File: config.mk
export PLATFORM = sky130hd
export DESIGN_NAME = data_sram_ctrl
export DESIGN_NICKNAME = d
export VERILOG_FILES = /design/src/rtl/data_sram_ctrl_pkg.sv /design/src/rtl/data_sram_ctrl.sv
export SDC_FILE = /design/constraint.sdc
export NUM_CORES = 1
export LEC_CHECK = 0
export ABC_CLOCK_PERIOD_IN_PS = 4900
export BUFFER_PORTS_ARGS = -buffer_cell sky130_fd_sc_hd__buf_2
export CORE_MARGIN = 3
export CORE_UTILIZATION = 49
export DETAILED_ROUTE_END_ITERATION = 16
export HOLD_SLACK_MARGIN = 0.05
export PLACE_DENSITY = 0.93
export REMOVE_ABC_BUFFERS = 1
export SETUP_SLACK_MARGIN = 0.05
export SLEW_MARGIN = 30
export SYNTH_ARGS = -nofsm -noshare
export SYNTH_HDL_FRONTEND = slang
export SYNTH_SLANG_ARGS = --single-unit
File: constraint.sdc
create_clock -name clk -period 4.9 [get_ports clk]
set_input_delay 0.49 -clock clk [delete_from_list [all_inputs] [get_ports clk]]
set_output_delay 0.49 -clock clk [all_outputs]
set_load 0.01 [all_outputs]
File: src/rtl/data_sram_ctrl_pkg.sv
// Shared definitions for the SRAM data-port controller and its ROM twin.
package data_sram_ctrl_pkg;

  localparam int REG_W = 32;

  typedef enum logic [1:0] {
    IDLE   = 2'd0,
    ACCESS = 2'd1,
    DONE   = 2'd2
  } sram_state_e;

  // SRAM strobes are active low; CPU write-enable is active high.
  localparam logic CHIP_ENABLE   = 1'b0;
  localparam logic CHIP_DISABLE  = 1'b1;
  localparam logic WRITE_ENABLE  = 1'b1;
  localparam logic WRITE_DISABLE = 1'b0;

endpackage

File: src/rtl/data_sram_ctrl.sv
// Converts single-cycle CPU load/store requests into timed accesses on an
// asynchronous 32-bit SRAM, stalling the CPU until each access completes.
module data_sram_ctrl
  import data_sram_ctrl_pkg::*;
#(
  parameter int ADDR_W      = 20,
  parameter int WAIT_CYCLES = 2
) (
  input  logic              clk,
  input  logic              rst,
  input  logic [3:0]        ram_ce_i,
  input  logic              ram_we_i,
  input  logic [31:0]       ram_addr_i,
  input  logic [3:0]        ram_sel_i,
  input  logic [REG_W-1:0]  ram_data_i,
  output logic [REG_W-1:0]  ram_data_o,
  output logic              stall_o,
  output logic [ADDR_W-1:0] sram_addr_o,
  output logic [REG_W-1:0]  sram_data_o,
  output logic              sram_data_oe,
  input  logic [REG_W-1:0]  sram_data_i,
  output logic              sram_ce_n,
  output logic              sram_oe_n,
  output logic              sram_we_n,
  output logic [3:0]        sram_be_n
);

  localparam logic [3:0] CNT_INIT = 4'(WAIT_CYCLES - 1);

  sram_state_e       state_q, state_d;
  logic [3:0]        count_q, count_d;
  logic [ADDR_W-1:0] addr_q, addr_d;
  logic [REG_W-1:0]  wdata_q, wdata_d;
  logic [REG_W-1:0]  rdata_q, rdata_d;
  logic              data_oe_q, data_oe_d;
  logic              ce_n_q, ce_n_d;
  logic              oe_n_q, oe_n_d;
  logic              we_n_q, we_n_d;
  logic [3:0]        be_n_q, be_n_d;
  logic              req;

  // Byte offset and bits above the SRAM window are intentionally dropped.
  logic unused_addr_bits;
  assign unused_addr_bits = ^{ram_addr_i[31:ADDR_W+2], ram_addr_i[1:0]};

  assign req     = |ram_ce_i;
  assign stall_o = req & (state_q != DONE);

  always_comb begin
    state_d   = state_q;
    count_d   = count_q;
    addr_d    = addr_q;
    wdata_d   = wdata_q;
    rdata_d   = rdata_q;
    data_oe_d = data_oe_q;
    ce_n_d    = ce_n_q;
    oe_n_d    = oe_n_q;
    we_n_d    = we_n_q;
    be_n_d    = be_n_q;
    case (state_q)
      IDLE: begin
        if (req) begin
          addr_d  = ram_addr_i[ADDR_W+1:2];
          be_n_d  = ~ram_sel_i;
          wdata_d = ram_data_i;
          ce_n_d  = CHIP_ENABLE;
          count_d = CNT_INIT;
          if (ram_we_i == WRITE_ENABLE) begin
            we_n_d    = 1'b0;
            data_oe_d = 1'b1;
          end else begin
            oe_n_d = 1'b0;
          end
          state_d = ACCESS;
        end
      end
      ACCESS: begin
        if (count_q != 4'd0) begin
          count_d = count_q - 4'd1;
        end else begin
          // Loads are identified by the latched strobe, not by ram_we_i.
          if (!oe_n_q) rdata_d = sram_data_i;
          ce_n_d  = CHIP_DISABLE;
          oe_n_d  = 1'b1;
          we_n_d  = 1'b1;
          state_d = DONE;
        end
      end
      DONE: begin
        data_oe_d = 1'b0;
        be_n_d    = 4'hF;
        state_d   = IDLE;
      end
      default: state_d = IDLE;
    endcase
  end

  always_ff @(posedge clk or posedge rst) begin
    if (rst) begin
      state_q   <= IDLE;
      count_q   <= 4'd0;
      addr_q    <= '0;
      wdata_q   <= '0;
      rdata_q   <= '0;
      data_oe_q <= 1'b0;
      ce_n_q    <= CHIP_DISABLE;
      oe_n_q    <= 1'b1;
      we_n_q    <= 1'b1;
      be_n_q    <= 4'hF;
    end else begin
      state_q   <= state_d;
      count_q   <= count_d;
      addr_q    <= addr_d;
      wdata_q   <= wdata_d;
      rdata_q   <= rdata_d;
      data_oe_q <= data_oe_d;
      ce_n_q    <= ce_n_d;
      oe_n_q    <= oe_n_d;
      we_n_q    <= we_n_d;
      be_n_q    <= be_n_d;
    end
  end

  assign ram_data_o   = rdata_q;
  assign sram_addr_o  = addr_q;
  assign sram_data_o  = wdata_q;
  assign sram_data_oe = data_oe_q;
  assign sram_ce_n    = ce_n_q;
  assign sram_oe_n    = oe_n_q;
  assign sram_we_n    = we_n_q;
  assign sram_be_n    = be_n_q;

endmodule

==> results of run 1 <==
## layout make-up
cell class                      instances  area [um^2]  area share [%]
Inverter                                5         21.3           0.417
Clock inverter                          7          101            1.99
Timing Repair Buffer                  190          958            18.8
Tap cell                               99          124            2.43
Sequential cell                        98         2460            48.2
Multi-Input combinational cell        123         1320            25.8
Clock buffer                            9          124            2.43
## metrics by stage
stage	hold WS (ns)	instance area (um^2)	cells	setup slack, ns
6_report	0.178	5100	531	2.71
5_1_grt	0.219	5100	531	2.58
4_1_cts	0.194	5100	531	2.70
3_5_place_dp	0.472	4880	515	2.39
3_3_place_gp	0.452	4880	515	2.48
2_1_floorplan	0.433	3790	226	1.86
## state kept, by name, summed over array words and instances (netlist names)
register	cells
sram_addr_o	20
ram_data_o	32
count_q	4
sram_data_oe	1
sram_data_o	32
sram_we_n	1
state_q	2
sram_ce_n	1
sram_be_n	4
sram_oe_n	1
## cell usage in the layout (no fill, tap or decap), types with 4 or more instances in the layout
cell      instances
mux2_1           21
mux2_4           25
o211ai_1          4
mux2_2           39
inv_1             4
dfrtp_1          91
clkbuf_8          9
dfstp_2           7
buf_2           187
o21ai_0           8
## synth_stat cells
cell and number:
o21ai_0 8, mux2_2 39, dfrtp_1 91, ha_1 2, nand2b_1 2, nor4_1 1, mux2i_1 2, inv_1 5
nor3_4 1, o31ai_1 1, o41ai_1 1, a21o_1 1, nor2_1 3, dfstp_2 7, nor3_1 2, buf_6 7
or2_0 1, o2bb2ai_1 1, mux2_4 25, or3b_1 1, or2_4 1, mux2_1 21, clkbuf_1 1, buf_2 4
o21a_1 2, nor2b_1 1, o211ai_1 4, nand3_1 3
## path summary, 6_finish.rpt
kind                         startpoint               to  slack (ns)  cells past startpoint
max                          state_q[0]  sram_data_o[26]        2.71                      3
min                                 rst   sram_data_o[5]        0.18                      2
max reg2reg                  state_q[0]  sram_data_o[26]        2.71                      3
min reg2reg                  count_q[3]       count_q[3]        0.48                      1
max in group asynchronous           rst   ram_data_o[11]        3.65                      3
min in group clk           ram_sel_i[0]     sram_be_n[0]        0.32                      2
## cell families (layout without fill, tap and decap cells)
family | Yosys count | after routing
AOI/OAI and AO/OA | 18 | 18
and+or+nand+nor | 16 | 16
DFF | 98 | 98
buffers and inverters | 17 | 211
muxes | 87 | 87
adders and majority gates | 2 | 2
## metal layers
layer	part of all wire, %	GRT usage [%]	vias to the layer above
met5	0	0	-
met4	1.9	7.45	0
met3	11	6.47	15
met2	49	31.1	143
met1	38	21.9	1241
li1	-	-	1214
## power groups by stage
| stage | Sequential [W] | Clock (W) | Combinational, W |
|---|---|---|---|
| floorplan | 0.00164 | 0 | 0.000768 |
| global placement | 0.00144 | 0 | 0.00150 |
| detailed placement | 0.00147 | 0 | 0.00156 |
| CTS | 0.00146 | 0.000589 | 0.00156 |
| global route | 0.00151 | 0.000623 | 0.00167 |
| finish | 0.00145 | 0.000575 | 0.00153 |
==> metrics.yaml, run 1 <==
power.density_nw_per_um2: 697
cp_top_family: "simple AND/OR/NAND/NOR gates"
num_io_pins: 200
crit_path_max_incr_delay_ns: 0.78
slowest_stage: "or2_4"
maxCapViolCount: 0
syn_to_final_growth_pct: 31.0
wl_um: 8500
place.gp.congestion: 0.740
core_area_um2: 7490
wl_per_cell_um: 16.0
ant_nets: 0
final-hold-violation-count: 0
worstPathRequired_ns: 5.14
cts_resized: 0
fin_crit_ns: 2.19
track_usage_pct: 18.6
grt_pass1_wl_um: 12900
path_buf_inv: 0
grt_max_degree: 58
grt_setup_unrepaired: "false"
pwr-share-clk_pct: 16.1
tightest_slew_ns: 0.903
ys_top_cells_by_area: "dfrtp_1 (58%), mux2_2 (11%), mux2_4 (9.6%)"
postCtsHoldBufs: 0
die_height_um: 95.2
synth_compound_area_share_pct: 3.02
tns_ns: 0
dieArea_um2: 9060
synthSimpleGateAreaFrac_pct: 2.60
setup.worst_path.class: "flip-flop to flip-flop"
ys_seq_elements: 98
cts_inserted_buffers: 9
die_w_um: 95.2
total_power_w: 0.00356
setup.worst_path.end_class: "flip-flop"
initialDrtViolationCount: 57
cts_buffer_depth: 2
p_int_w: 0.00235
combPwrFrac_pct: 43.0
status: "complete, no violations"
synth_cells: 238
insertion_delay_ns: 0.35
ir_drop_uv: 346
diodes: 0
post_cts_buffers: 0
fin_nets: 536
vias_per_cell: 4.92
finClkSkew_ns: 0.0108
worstPathArrival_ns: 2.44
yosysTopAreaCell: "dfrtp_1"
yosys_warnings: 0
crit_fanout: 57
ys_types: 28
dpl.hpwl_um: 6520
swShare_pct: 33.9
synthXorXnorAreaFrac_pct: 0
drive_above_1_share_pct: 64.8
num_rows: 31
start_util_pct: 52.1
synth_area_per_cell_um2: 16.4
p_seq_share_pct: 40.8
fill_cells: 553
netSwitchingPower_w: 0.00121
synthMuxAreaShare_pct: 27.5
relSlewSlack_pct: 39.8
htree_levels: 3
antenna_found_initial: 0
cts_sinks: 98
port_buffers: 187
vias: 2613
leakage_nw: 2.62
synth.cell_area_um2: 3900
synthAdderAreaFrac_pct: 0.642
drc: 0
path_cells: "or2_0 > or2_4 > mux2_2"
clk_pin_slew_worst_paths_ns: 0.10
first_global_vias: 2679
synth_top_family_by_area: "multiplexers"
root_buffer: "clkbuf_8"
drv_slew: 0
cts_tree: "yes"
hold_path_class: "input pin to asynchronous set/reset pin"
fin_util_pct: 68.2
min_period_over_period_pct: 44.8
max_freq_mhz: 456
synth-seq-area-share_pct: 63.1
setup_viol: 0
netlist.area_leader.share_pct: 58.4
start_kind: "flip-flop"
overflow: 0
firstDrtPassIters: 4
(Power assumes the default switching activity.)
==> run 2: changes to the inputs <==
--- a/config.mk
+++ b/config.mk
@@ -5,13 +5,13 @@
 export SDC_FILE = /design/constraint.sdc
 export NUM_CORES = 1
 export LEC_CHECK = 0
-export ABC_CLOCK_PERIOD_IN_PS = 4900
+export ABC_CLOCK_PERIOD_IN_PS = 1840
 export BUFFER_PORTS_ARGS = -buffer_cell sky130_fd_sc_hd__buf_2
 export CORE_MARGIN = 3
-export CORE_UTILIZATION = 49
+export CORE_UTILIZATION = 41
 export DETAILED_ROUTE_END_ITERATION = 16
 export HOLD_SLACK_MARGIN = 0.05
-export PLACE_DENSITY = 0.93
+export PLACE_DENSITY = 0.84
 export REMOVE_ABC_BUFFERS = 1
 export SETUP_SLACK_MARGIN = 0.05
 export SLEW_MARGIN = 30
==> constraint.sdc (replaced) <==
create_clock -name clk -period 1.84 [get_ports clk]
set_input_delay 0.184 -clock clk [delete_from_list [all_inputs] [get_ports clk]]
set_output_delay 0.184 -clock clk [all_outputs]
set_load 0.01 [all_outputs]
==> run 2 against run 1 <==
  * Non-clock buffer count increased by 76
  * First-iteration DRC count increased by 42%
  * Global-route usage grew 0.31 points
  * Critical path type unchanged
  * Worst setup slack got worse by 2.8 ns
  * The run now ends with setup timing left
  * Register-to-register slack got worse by 2.8 ns
==> metrics.yaml, run 2 (synthesis gave the netlist of run 1 again) <==
status: "finished, violations left"
violations: "setup timing"
ff2ff_path_depth: 7
dp.cells: 549
drv_slew: 0
instances_no_fill: 634
ant_nets: 0
drc: 0
syn_to_final_growth_pct: 55.6
finClkSkew_ns: 0.0139
relSlewSlack_pct: 74.7
place.gp.congestion: 0.779
cts_buffer_depth: 2
grt_setup_unrepaired: "true"
track_usage_pct: 18.9
worstPathArrival_ns: 2.16
setup.worst_path.class: "flip-flop to flip-flop"
max_freq_mhz: 519
worstReg2RegStart: "count_q[1]"
die_w_um: 104
reg2reg_slack_ns: -0.09
leakage_nw: 3.04
worst_slack_ns: -0.0872
first_global_vias: 3281
holdWs_ns: 0.0731
die_height_um: 104
start_util_pct: 43.4
cts_tree: "yes"
final-hold-violation-count: 0
holdPathStages: 2
grt_max_degree: 50
tightest_slew_ns: 0.380
wl_per_cell_um: 16.6
setup.worst_path.end_class: "flip-flop"
min_period_over_period_pct: 105
vias_per_cell: 4.68
clk_pin_slew_worst_paths_ns: 0.09
hold_path_class: "input pin to flip-flop"
cts_sinks: 98
wl_um: 10500
layout_common_cells: "buf_2 (187), dfrtp_1 (91), dlygate4sd3_1 (63)"
cts_inserted_buffers: 9
fin_crit_ns: 1.93
maxCapViolCount: 0
hold_end: "sram_addr_o[9]"
min_from: "ram_addr_i[11]"
root_buffer: "clkbuf_8"
htree_levels: 3
r2r-end: "ram_data_o[5]"
worstPathRequired_ns: 2.08
dieArea_um2: 10700
power.density_nw_per_um2: 1700
vias: 2964
ir_drop_uv: 937
final_common_cell: "buf_2"
dpl.hpwl_um: 6520
crit_fanout: 8
diodes: 0
overflow: 0
firstDrtPassIters: 4
num_io_pins: 200
grt_pass1_wl_um: 16500
insertion_delay_ns: 0.35
fin_nets: 612
antenna_found_initial: 0
drive_above_1_share_pct: 61.4
setup_viol: 32
initialDrtViolationCount: 81
port_buffers: 187
num_rows: 34
total_power_w: 0.0103
core_area_um2: 8980
start_kind: "flip-flop"
-- run 2: cell types whose count changed in the layout (fill, tap and decap cells not counted), moves of 2 or more --
cell,before,now
inv_2,0,2
inv_1,4,2
mux2_1,21,4
mux2_2,39,34
mux2_4,25,47
buf_4,3,7
clkbuf_16,0,2
dlygate4sd3_1,0,63
buf_12,0,4
buf_6,0,2
-- run 2: power by group --
group / leakage [nW] / internal (W) / total, W / switching [W]
registers: 1.15 / 0.00331 / 0.00394 / 0.000623
clock network: 0.110 / 0.000812 / 0.00154 / 0.000730
logic: 1.78 / 0.00275 / 0.00485 / 0.00210
total: 3.04 / 0.00687 / 0.0103 / 0.00345
-- run 2: worst max-delay path by stage --
stage	to	slack [ns]	startpoint	depth (start not counted)
floorplan	count_q[0]	-0.89	rst	1
global placement	ram_data_o[5]	0.01	count_q[0]	6
detailed placement	ram_data_o[8]	-0.08	count_q[1]	6
CTS	ram_data_o[8]	-0.08	count_q[1]	7
global route	ram_data_o[0]	-0.14	count_q[0]	7
finish	ram_data_o[5]	-0.09	count_q[1]	7
-- run 2: what timing repair did --
action	in CTS	in global routing
hold buffers	63	0
buffers inserted	2	1
endpoints found under the hold margin	81	0
cloned	1	2
gates resized for setup	2	26
setup endpoints to repair	32	33
pin swaps	0	0
-- run 2: critical path, stage by stage (launching register included) --
cell       delay (ns)
dfrtp_1          0.40
inv_2            0.07
ha_1             0.15
or3b_4           0.40
nor3_4           0.17
buf_6            0.15
clkbuf_16        0.16
mux2_2           0.33
-- run 2: per-stage QoR --
step / utilization (%) / cell area, um^2 / setup TNS (ns) / worst slack [ns]
after global routing: 67.6 / 6070 / -3.42 / -0.144
final: 67.6 / 6070 / -1.60 / -0.0872
after global placement: 55.9 / 5020 / 0 / 0.00950
after floorplan: - / 3790 / -127.03 / -0.894
after CTS: 65.9 / 5920 / -1.98 / -0.0800
after detailed placement: 55.9 / 5020 / -1.75 / -0.0771
-- run 2: area by class of cell --
cell class	instances	area, um^2
Clock buffer	11	141
Multi-Input combinational cell	123	1400
Timing Repair Buffer	266	1800
Fill cell	617	2910
Tap cell	126	158
Sequential cell	98	2460
Inverter	5	21.3
Clock inverter	5	85.1
-- run 2: routing by layer --
metal / track usage, % / vias up / routed length [um]
met3: 4.73 / 13 / 725
li1: - / 1368 / -
met2: 33.1 / 148 / 5310
met1: 22.6 / 1435 / 4350
met4: 6.65 / 0 / 140
met5: 0 / - / 0
==> run 3: changes to the inputs <==
--- a/config.mk
+++ b/config.mk
@@ -9,9 +9,10 @@
 export BUFFER_PORTS_ARGS = -buffer_cell sky130_fd_sc_hd__buf_2
 export CORE_MARGIN = 3
 export CORE_UTILIZATION = 41
+export CTS_CLUSTER_DIAMETER = 150
 export DETAILED_ROUTE_END_ITERATION = 16
 export HOLD_SLACK_MARGIN = 0.05
-export PLACE_DENSITY = 0.84
+export PLACE_DENSITY = 0.76
 export REMOVE_ABC_BUFFERS = 1
 export SETUP_SLACK_MARGIN = 0.05
 export SLEW_MARGIN = 30
==> run 3 against run 2 <==
  * The flow still finishes with violations (setup timing)
  * Global-route usage increased by 0.30 points
  * Flip-flop and latch count stayed put
  * Utilization is essentially flat
  * Final area hardly changed
  * Sequential share of layout area about the same
  * Clock power down 12%
  * Register-to-register slack improved by 0.04 ns
  * First-iteration DRC count increased by 77%
  * Critical path depth did not move
  * Worst hold slack lost 0.0059 ns
  * Clock skew fell by 0.0030 ns
  * Highest routed layer unchanged
==> metrics.yaml, run 3 (synthesis gave the netlist of run 1 again) <==
port_buffers: 187
firstDrtPassIters: 4
reg2reg_slack_ns: -0.04
ff2ff_path_depth: 7
final-hold-violation-count: 0
diodes: 0
vias_per_cell: 4.69
wl_per_cell_um: 16.9
root_buffer: "clkbuf_8"
layout_common_cells: "buf_2 (187), dfrtp_1 (91), dlygate4sd3_1 (63)"
vias: 2991
maxCapViolCount: 0
grt_setup_unrepaired: "true"
worstReg2RegStart: "count_q[0]"
tightest_slew_ns: 0.510
num_rows: 34
ant_nets: 0
die_w_um: 104
drive_above_1_share_pct: 62.3
setup.worst_path.class: "flip-flop to flip-flop"
fin_crit_ns: 1.88
syn_to_final_growth_pct: 55.6
status: "finished, violations left"
cts_tree: "yes"
setup_viol: 32
first_global_vias: 3341
worstPathArrival_ns: 2.11
clk_pin_slew_worst_paths_ns: 0.10
grt_max_degree: 42
place.gp.congestion: 0.710
r2r-end: "ram_data_o[11]"
start_util_pct: 43.4
cp-endpoint: "ram_data_o[11]"
fill_cells: 614
relSlewSlack_pct: 66.0
path_depth: 7
violations: "setup timing"
path_buf_inv: 3
fin_nets: 616
setup.worst_path.end_class: "flip-flop"
cts_buffer_depth: 2
final_common_cell: "buf_2"
initialDrtViolationCount: 143
insertion_delay_ns: 0.35
critPathLaunch: "count_q[0]"
htree_levels: 3
num_io_pins: 200
power.density_nw_per_um2: 1680
dieArea_um2: 10700
core_area_um2: 8980
crit_path_max_incr_delay_ns: 0.40
grt_pass1_wl_um: 16900
die_height_um: 104
holdPathStages: 2
cts_inserted_buffers: 9
worstPathRequired_ns: 2.07
holdWs_ns: 0.0671
hold_path_class: "input pin to flip-flop"
drc: 0
start_kind: "flip-flop"
drv_slew: 0
max_freq_mhz: 531
overflow: 0
finClkSkew_ns: 0.0108
wl_um: 10800
fin_util_pct: 67.6
path_cells: "inv_2 > ha_4 > or3b_4 > nor3_4 > buf_12 > clkbuf_16 > mux2_4"
leakage_nw: 3.05
min_period_over_period_pct: 102
total_power_w: 0.0102
antenna_found_initial: 0
worst_slack_ns: -0.0442
cp_top_family: "simple AND/OR/NAND/NOR gates"
ir_drop_uv: 1010
dpl.hpwl_um: 6600
cts_sinks: 98
crit_fanout: 8
track_usage_pct: 19.2
slowest_stage: "dfrtp_1"
[run 3: cell count changes in the layout (fill, tap and decap cells not counted), moves of 2 or more]
cell,before,now
mux2_2,34,32
buf_4,7,13
mux2_4,47,49
bufinv_16,2,0
inv_6,1,3
[run 3: report_power, final]
part,total (W),switching (W),internal (W)
logic,0.00489,0.00213,0.00277
clock network,0.00135,0.000789,0.000559
registers,0.00395,0.000634,0.00331
[run 3: layer usage]
layer,share of wire [%],track usage [%],vias to the layer above
li1,-,-,1371
met1,39,22.2,1444
met2,50,32.9,154
met3,8.6,6.78,22
met4,1.9,6.93,0
met5,0,0,-
[run 3: worst min path at each step]
stage	from	to	slack [ns]
final	ram_data_i[18]	sram_data_o[18]	0.07
after global routing	ram_addr_i[18]	sram_addr_o[16]	0.05
after CTS	ram_data_i[21]	sram_data_o[21]	0.05
after detailed placement	rst	sram_data_o[2]	0.26
after global placement	rst	sram_addr_o[8]	0.26
after floorplan	ram_sel_i[0]	sram_be_n[0]	0.28
[run 3: layout make-up]
cell class	instances	area, um^2	area share, %
clock buffer	10	138	2.27
clock inverter	6	55.1	0.908
timing repair buffer	270	1810	29.8
tap	126	158	2.60
inverter	5	21.3	0.351
multi-input combinational	123	1430	23.5
sequential	98	2460	40.6
[run 3: worst reg2reg max path, stage by stage (launching register included)]
cell and delay [ns]:
dfrtp_1 0.40, inv_2 0.09, ha_4 0.12, or3b_4 0.39
nor3_4 0.16, buf_12 0.15, clkbuf_16 0.16, mux2_4 0.31
[run 3: what timing repair did]
| item | 4_1_cts | 5_1_grt |
|---|---|---|
| hold endpoints to repair | 91 | 2 |
| gates cloned | 0 | 3 |
| endpoints found under the setup margin | 32 | 33 |
| gates resized for setup | 1 | 29 |
| buffers inserted | 0 | 1 |
| hold buffers | 61 | 2 |
[run 3: through the flow]
step           setup slack, ns  setup TNS [ns]  area (um^2)  std cells
5_1_grt                 -0.121           -3.00         6060        638
4_1_cts                -0.0398          -0.712         5850        632
3_3_place_gp            0.0122               0         5050        555
2_1_floorplan           -0.894         -127.03         3790        226
3_5_place_dp           -0.0519           -1.23         5050        555
6_report               -0.0442          -0.932         6060        638
